==> src/rtl/alu_stream_unit.sv <==
// Valid/ready request front end around the 32-bit alu, with an in-order response buffer.
// Latency: accept at edge N -> rsp_valid after N+1; req_ready is state-only and reserves a slot for s1.

module alu (
  input  logic [31:0] a,
  input  logic [31:0] b,
  input  logic [2:0]  f,
  output logic [31:0] y,
  output logic [3:0]  flags
);
  logic [31:0] bb;
  logic [32:0] sum;
  logic        ovf;
  logic        arith;

  // f[2] inverts b and supplies the carry-in, turning ADD into SUB and AND/OR into AND-NOT/OR-NOT
  always_comb begin
    bb    = f[2] ? ~b : b;
    sum   = {1'b0, a} + {1'b0, bb} + {32'd0, f[2]};
    ovf   = (a[31] == bb[31]) && (sum[31] != a[31]);
    arith = (f[1:0] == 2'b10);
    case (f[1:0])
      2'b00:   y = a & bb;
      2'b01:   y = a | bb;
      2'b10:   y = sum[31:0];
      default: y = {31'd0, sum[31] ^ ovf};
    endcase
    flags = {(y == 32'd0), arith & ovf, arith & sum[32], y[31]};
  end
endmodule

module alu_stream_unit #(
  parameter int DEPTH = 4,
  parameter int TAGW  = 8
) (
  input  logic                     clk,
  input  logic                     reset,
  input  logic                     req_valid,
  output logic                     req_ready,
  input  logic [31:0]              req_a,
  input  logic [31:0]              req_b,
  input  logic [2:0]               req_f,
  input  logic [TAGW-1:0]          req_tag,
  output logic                     rsp_valid,
  input  logic                     rsp_ready,
  output logic [31:0]              rsp_result,
  output logic [3:0]               rsp_flags,
  output logic [TAGW-1:0]          rsp_tag,
  output logic [$clog2(DEPTH):0]   occupancy,
  output logic [31:0]              ops_done
);
  localparam int AW = $clog2(DEPTH);
  localparam int CW = AW + 1;

  typedef struct packed {
    logic [31:0]     result;
    logic [3:0]      flags;
    logic [TAGW-1:0] tag;
  } entry_t;

  logic            s1_valid;
  logic [31:0]     s1_a;
  logic [31:0]     s1_b;
  logic [2:0]      s1_f;
  logic [TAGW-1:0] s1_tag;
  logic [31:0]     alu_y;
  logic [3:0]      alu_flags;

  entry_t          mem [DEPTH];
  logic [AW-1:0]   wr_ptr;
  logic [AW-1:0]   rd_ptr;
  logic [CW-1:0]   count;

  logic            req_fire;
  logic            pop;
  entry_t          head;

  alu u_alu (
    .a     (s1_a),
    .b     (s1_b),
    .f     (s1_f),
    .y     (alu_y),
    .flags (alu_flags)
  );

  // s1 counts against capacity so its write next edge always has a free slot
  assign req_ready = ({1'b0, count} + {{CW{1'b0}}, s1_valid}) < (CW+1)'(DEPTH);
  assign occupancy = count + {{AW{1'b0}}, s1_valid};
  assign req_fire  = req_valid && req_ready;
  assign rsp_valid = (count != '0);
  assign pop       = rsp_valid && rsp_ready;

  assign head       = mem[rd_ptr];
  assign rsp_result = head.result;
  assign rsp_flags  = head.flags;
  assign rsp_tag    = head.tag;

  always_ff @(posedge clk) begin
    if (reset) begin
      s1_valid <= 1'b0;
      s1_a     <= '0;
      s1_b     <= '0;
      s1_f     <= '0;
      s1_tag   <= '0;
      wr_ptr   <= '0;
      rd_ptr   <= '0;
      count    <= '0;
      ops_done <= '0;
      for (int i = 0; i < DEPTH; i++) mem[i] <= '0;
    end else begin
      if (s1_valid) begin
        mem[wr_ptr] <= '{result: alu_y, flags: alu_flags, tag: s1_tag};
        wr_ptr      <= wr_ptr + AW'(1);
      end
      s1_valid <= req_fire;
      if (req_fire) begin
        s1_a   <= req_a;
        s1_b   <= req_b;
        s1_f   <= req_f;
        s1_tag <= req_tag;
      end
      if (pop) begin
        rd_ptr   <= rd_ptr + AW'(1);
        ops_done <= ops_done + 32'd1;
      end
      case ({s1_valid, pop})
        2'b10:   count <= count + CW'(1);
        2'b01:   count <= count - CW'(1);
        default: count <= count;
      endcase
    end
  end
endmodule

==> config.mk <==
export PLATFORM = sky130hd
export DESIGN_NAME = alu_stream_unit
export DESIGN_NICKNAME = d
export VERILOG_FILES = /design/src/rtl/alu_stream_unit.sv
export SDC_FILE = /design/constraint.sdc
export NUM_CORES = 1
export LEC_CHECK = 0
export CAP_MARGIN = 20
export CORE_MARGIN = 4
export CORE_UTILIZATION = 35
export CTS_CLUSTER_SIZE = 40
export DETAILED_ROUTE_END_ITERATION = 10
export GPL_TIMING_DRIVEN = 0
export SLEW_MARGIN = 10
export SYNTH_ARGS = -nofsm -noshare
export SYNTH_HDL_FRONTEND = slang
export SYNTH_SLANG_ARGS = --single-unit
==> constraint.sdc <==
create_clock -name clk -period 4.77 [get_ports clk]
set_clock_uncertainty 0.15 [all_clocks]
set_input_delay 0.954 -clock clk [delete_from_list [all_inputs] [get_ports clk]]
set_output_delay 0.954 -clock clk [all_outputs]
set_load 0.1 [all_outputs]
==> results.md <==
- Peak supply drop: roughly 230 uV
- DR iter-0 viols: slightly above 900
- Vias per Instance: slightly above 5
- Buffers added on ports: about 160
- DP Wirelength: about 35000 um
- Yosys reg bits: a little under 300
- Synth Cell Area: 15400 um2
- Die W: between 200 and 250 um
- Nets: ~1.9k
- Total routed wirelength: 47300 um
- Post-route minimum period: 5090 ps
- Simple-gate share of the synthesized area: between 10% and 20%
- Worst skew pair latency: just under 600 ps
- Adder and majority gate portion of the synthesized area: 5.93%
- Routability cong.: approximately 0.96
- Initial Utilization: a little over a third
- Area of the multi-input gates: roughly 7700 um2
- Failing checks: setup timing
- Headroom to the max-slew limit: between 30% and 40%
- Hold Path Depth: 2
- DRC violations left: 0
- Layout cells sized above 1: a little over an eighth
- Critical path peak fanout: 7
- Hold crit path type: reg2reg
- Fin crit share: 107%
- Post-Syn Nets: 1702
- First-pass GRT wire length: slightly above 70000 um
- Distinct cells, synth: 78
- DR WL/cell: between 15 and 20 um
- Hold Startpoint: s1_b[31]
- Leak pwr: roughly 7.6 nW
- Hold Violations, Final: 0
- Worst Path Required: just over 5000 ps
- Std cell rows: 76
- Multiplexer share of the synthesized area: 7.04%
- CTS max path bufs: 3
- Vias in the first global route: ~12k
- CTS tree: yes
- EDFF count, synth: around 170
- Initial antenna violation count: 1
- Critical path arrival: roughly 5400 ps
- Dpl cell area: roughly 18000 um2
- Final setup vio count: 4
- Critical path type: reg2reg
- Syn. warnings: 0
- Post-route cell area: ~20000 um2
- Design Power: between 0.008 and 0.009 W
- Critical R2R Launch: s1_f[2]
- ANT cells: 0
- Post-synth ARST share: 0%
- Clock transition at path regs: approximately 60 ps
- Cells after Synth: around 1.6k
- Pin count of the biggest net entering global routing: 44
- Avg Cell Area, Syn: between 9 and 10 um2
- R2R depth: 20
- Slew at the pin with the worst max-slew slack: 1030 ps
- Pwr/cell area: about 450 nW/um2
- CTS Hold Bufs: 0
- Internal reg-to-reg setup slack: -320 ps
- Register area share after synthesis: about half
- Core area: ~43000 um2
- CP startpoint kind: flop
- RSZ-0062 raised after global routing: true
- Die area: 47300 um2
- Highest-count cells in the layout ignoring fill and taps: 206 x nand2_1, 190 x nor2_1, 172 x edfxtp_1, 117 x clkdlybuf4s50_1, 116 x dfxtp_1
- Clk sinks: 289
- Reg-to-reg endpoint: mem[2][11]
- Drt first pass iters: 5
- CTS Root Cell: clkbuf_16
- Largest family of logic cells by synthesized area: simple AND/OR/NAND/NOR gates
- Hold Path End: s1_b[31]
- Sequential standard cell area: ~7500 um2
- Via count: 12.1k
- Io pins: 160
- Post-route ant nets: 0
- Setup crit end kind: flop
- Clock H-tree levels: 1
- Commonest non-fill, non-tap cell in the layout: nand2_1
- Final slew viol count: 0
- P&R area growth vs syn: 28.6%
- Final setup margin: -320 ps
- Complex-gate fraction of the synthesized area: 10.7%
- Max_cap viols: 0
- GR Util All Layers: between 10% and 20%
- TNS Setup: -1010 ps
- Pre-CTS setup slack: -1300 ps
- FILL cells: just over 4k
- Main synth FF type: edfxtp_1
- Max Clk Rate: about 0.20 GHz
- Total CTS buffers: 31
- Outcome: finished with violations
- Grt ovf: 0
- Xor/xnor cell area share of the yosys netlist: 4.67%
- Die height: between 200 and 250 um
- Hold slack: ~320 ps
==> logic make-up (layout without fill, tap and decap cells) <==
| family | count (synthesis) | count (layout) |
|---|---|---|
| AND/OR/NAND/NOR | 601 | 601 |
| flip-flops | 289 | 289 |
| AO/OA/AOI/OAI | 259 | 259 |
| buffers and inverters | 197 | 438 |
| XOR/XNOR | 82 | 82 |
| adder cells (fa/ha/maj) | 71 | 71 |
| multiplexers | 53 | 53 |
==> worst max-delay path, stage by stage, from the launching register on <==
cell and delay [ps]:
dfxtp_4 350, buf_12 150, bufbuf_16 290, xor2_4 200, ha_4 300, nand4_1 120
or3_4 410, o211ai_4 270, a211oi_4 100, o21bai_1 180, a21oi_2 90, fa_1 500
and2_1 120, o32a_1 160, and3_1 160, and4_1 210, and3_1 150, nand4b_1 170
nor4_4 270, nand4_1 250, nor3_1 280
==> where the power goes <==
group | total (W) | switching, W | leakage (nW) | internal, W
Sequential | 0.00293 | 0.000115 | 2.74 | 0.00282
Combinational | 0.00350 | 0.00240 | 4.41 | 0.00111
Clock | 0.00242 | 0.00101 | 0.485 | 0.00141
Total | 0.00886 | 0.00352 | 7.64 | 0.00534
==> flip-flops by register name (all words and copies together), names as in the netlist, named ones only <==
signal,count
count,3
mem,172
ops_done,32
rd_ptr,2
s1_a,32
s1_b,32
s1_f,3
s1_tag,8
s1_valid,1
wr_ptr,2
==> per-stage QoR <==
stage / std cells / util (%)
5_1_grt: 2378 / 45.7
2_1_floorplan: 1552 / -
4_1_cts: 2366 / 44.7
6_report: 2378 / 45.7
3_5_place_dp: 2298 / 41.1
3_3_place_gp: 2295 / 40.9
==> synthesized netlist by cell type, types with 5 or more instances <==
master,n,share of area (%)
or3_1,13,0.53
a221oi_1,7,0.40
edfxtp_1,172,34
and3_1,21,0.85
nand2_1,210,5.1
clkbuf_1,65,1.6
xnor2_1,19,1.1
inv_1,104,2.5
a21oi_2,5,0.28
mux4_2,43,6.3
nand3_1,25,0.81
o21a_1,6,0.29
a21oi_1,116,3.8
ha_1,68,5.5
nand4_1,18,0.73
o211ai_1,7,0.34
buf_1,13,0.32
nor3_1,30,0.98
o21ai_1,7,0.23
xor2_1,63,3.6
o21ai_0,37,1.2
buf_2,10,0.33
and4_1,7,0.40
a211oi_1,18,0.88
a21o_1,7,0.34
a31oi_1,6,0.24
nor4_1,6,0.24
nor2b_1,7,0.28
nor2_1,190,4.6
and2_1,32,1.3
mux2i_1,8,0.52
nand2b_1,26,1.1
dfxtp_1,117,15
==> per-layer routing <==
layer  GRT usage [%]  wire length (um)
met4            4.30               799
met2            32.9             22800
met5               0                 0
met3            1.84              2560
met1            27.2             21200
==> layout make-up <==
cell class | count | area share (%)
inverter | 104 | 1.97
buffer | 86 | 2.33
clock inverter | 21 | 1.15
tap | 585 | 3.70
sequential | 289 | 38.0
timing repair buffer | 191 | 10.1
clock buffer | 36 | 4.02
multi-input combinational | 1066 | 38.8
==> repair_timing <==
| action | 4_1_cts | 5_1_grt |
|---|---|---|
| pin swaps | 25 | 23 |
| setup buffers | 15 | 11 |
| gates cloned | 2 | 2 |
| setup endpoints to repair | 53 | 31 |
| gates resized for setup | 97 | 64 |
| hold endpoints to repair | 0 | 0 |
==> how the worst max path moves through the flow <==
stage,from,to,slack [ps]
after floorplan,s1_f[2],mem[0][11],60
after global routing,s1_f[2],mem[0][11],-540
final,s1_f[2],mem[2][11],-320
after detailed placement,s1_f[2],mem[0][11],-1300
after CTS,s1_f[2],mem[2][11],-410
after global placement,s1_f[2],mem[0][11],-1340
Note: power is estimated with default switching activity, not from simulation.
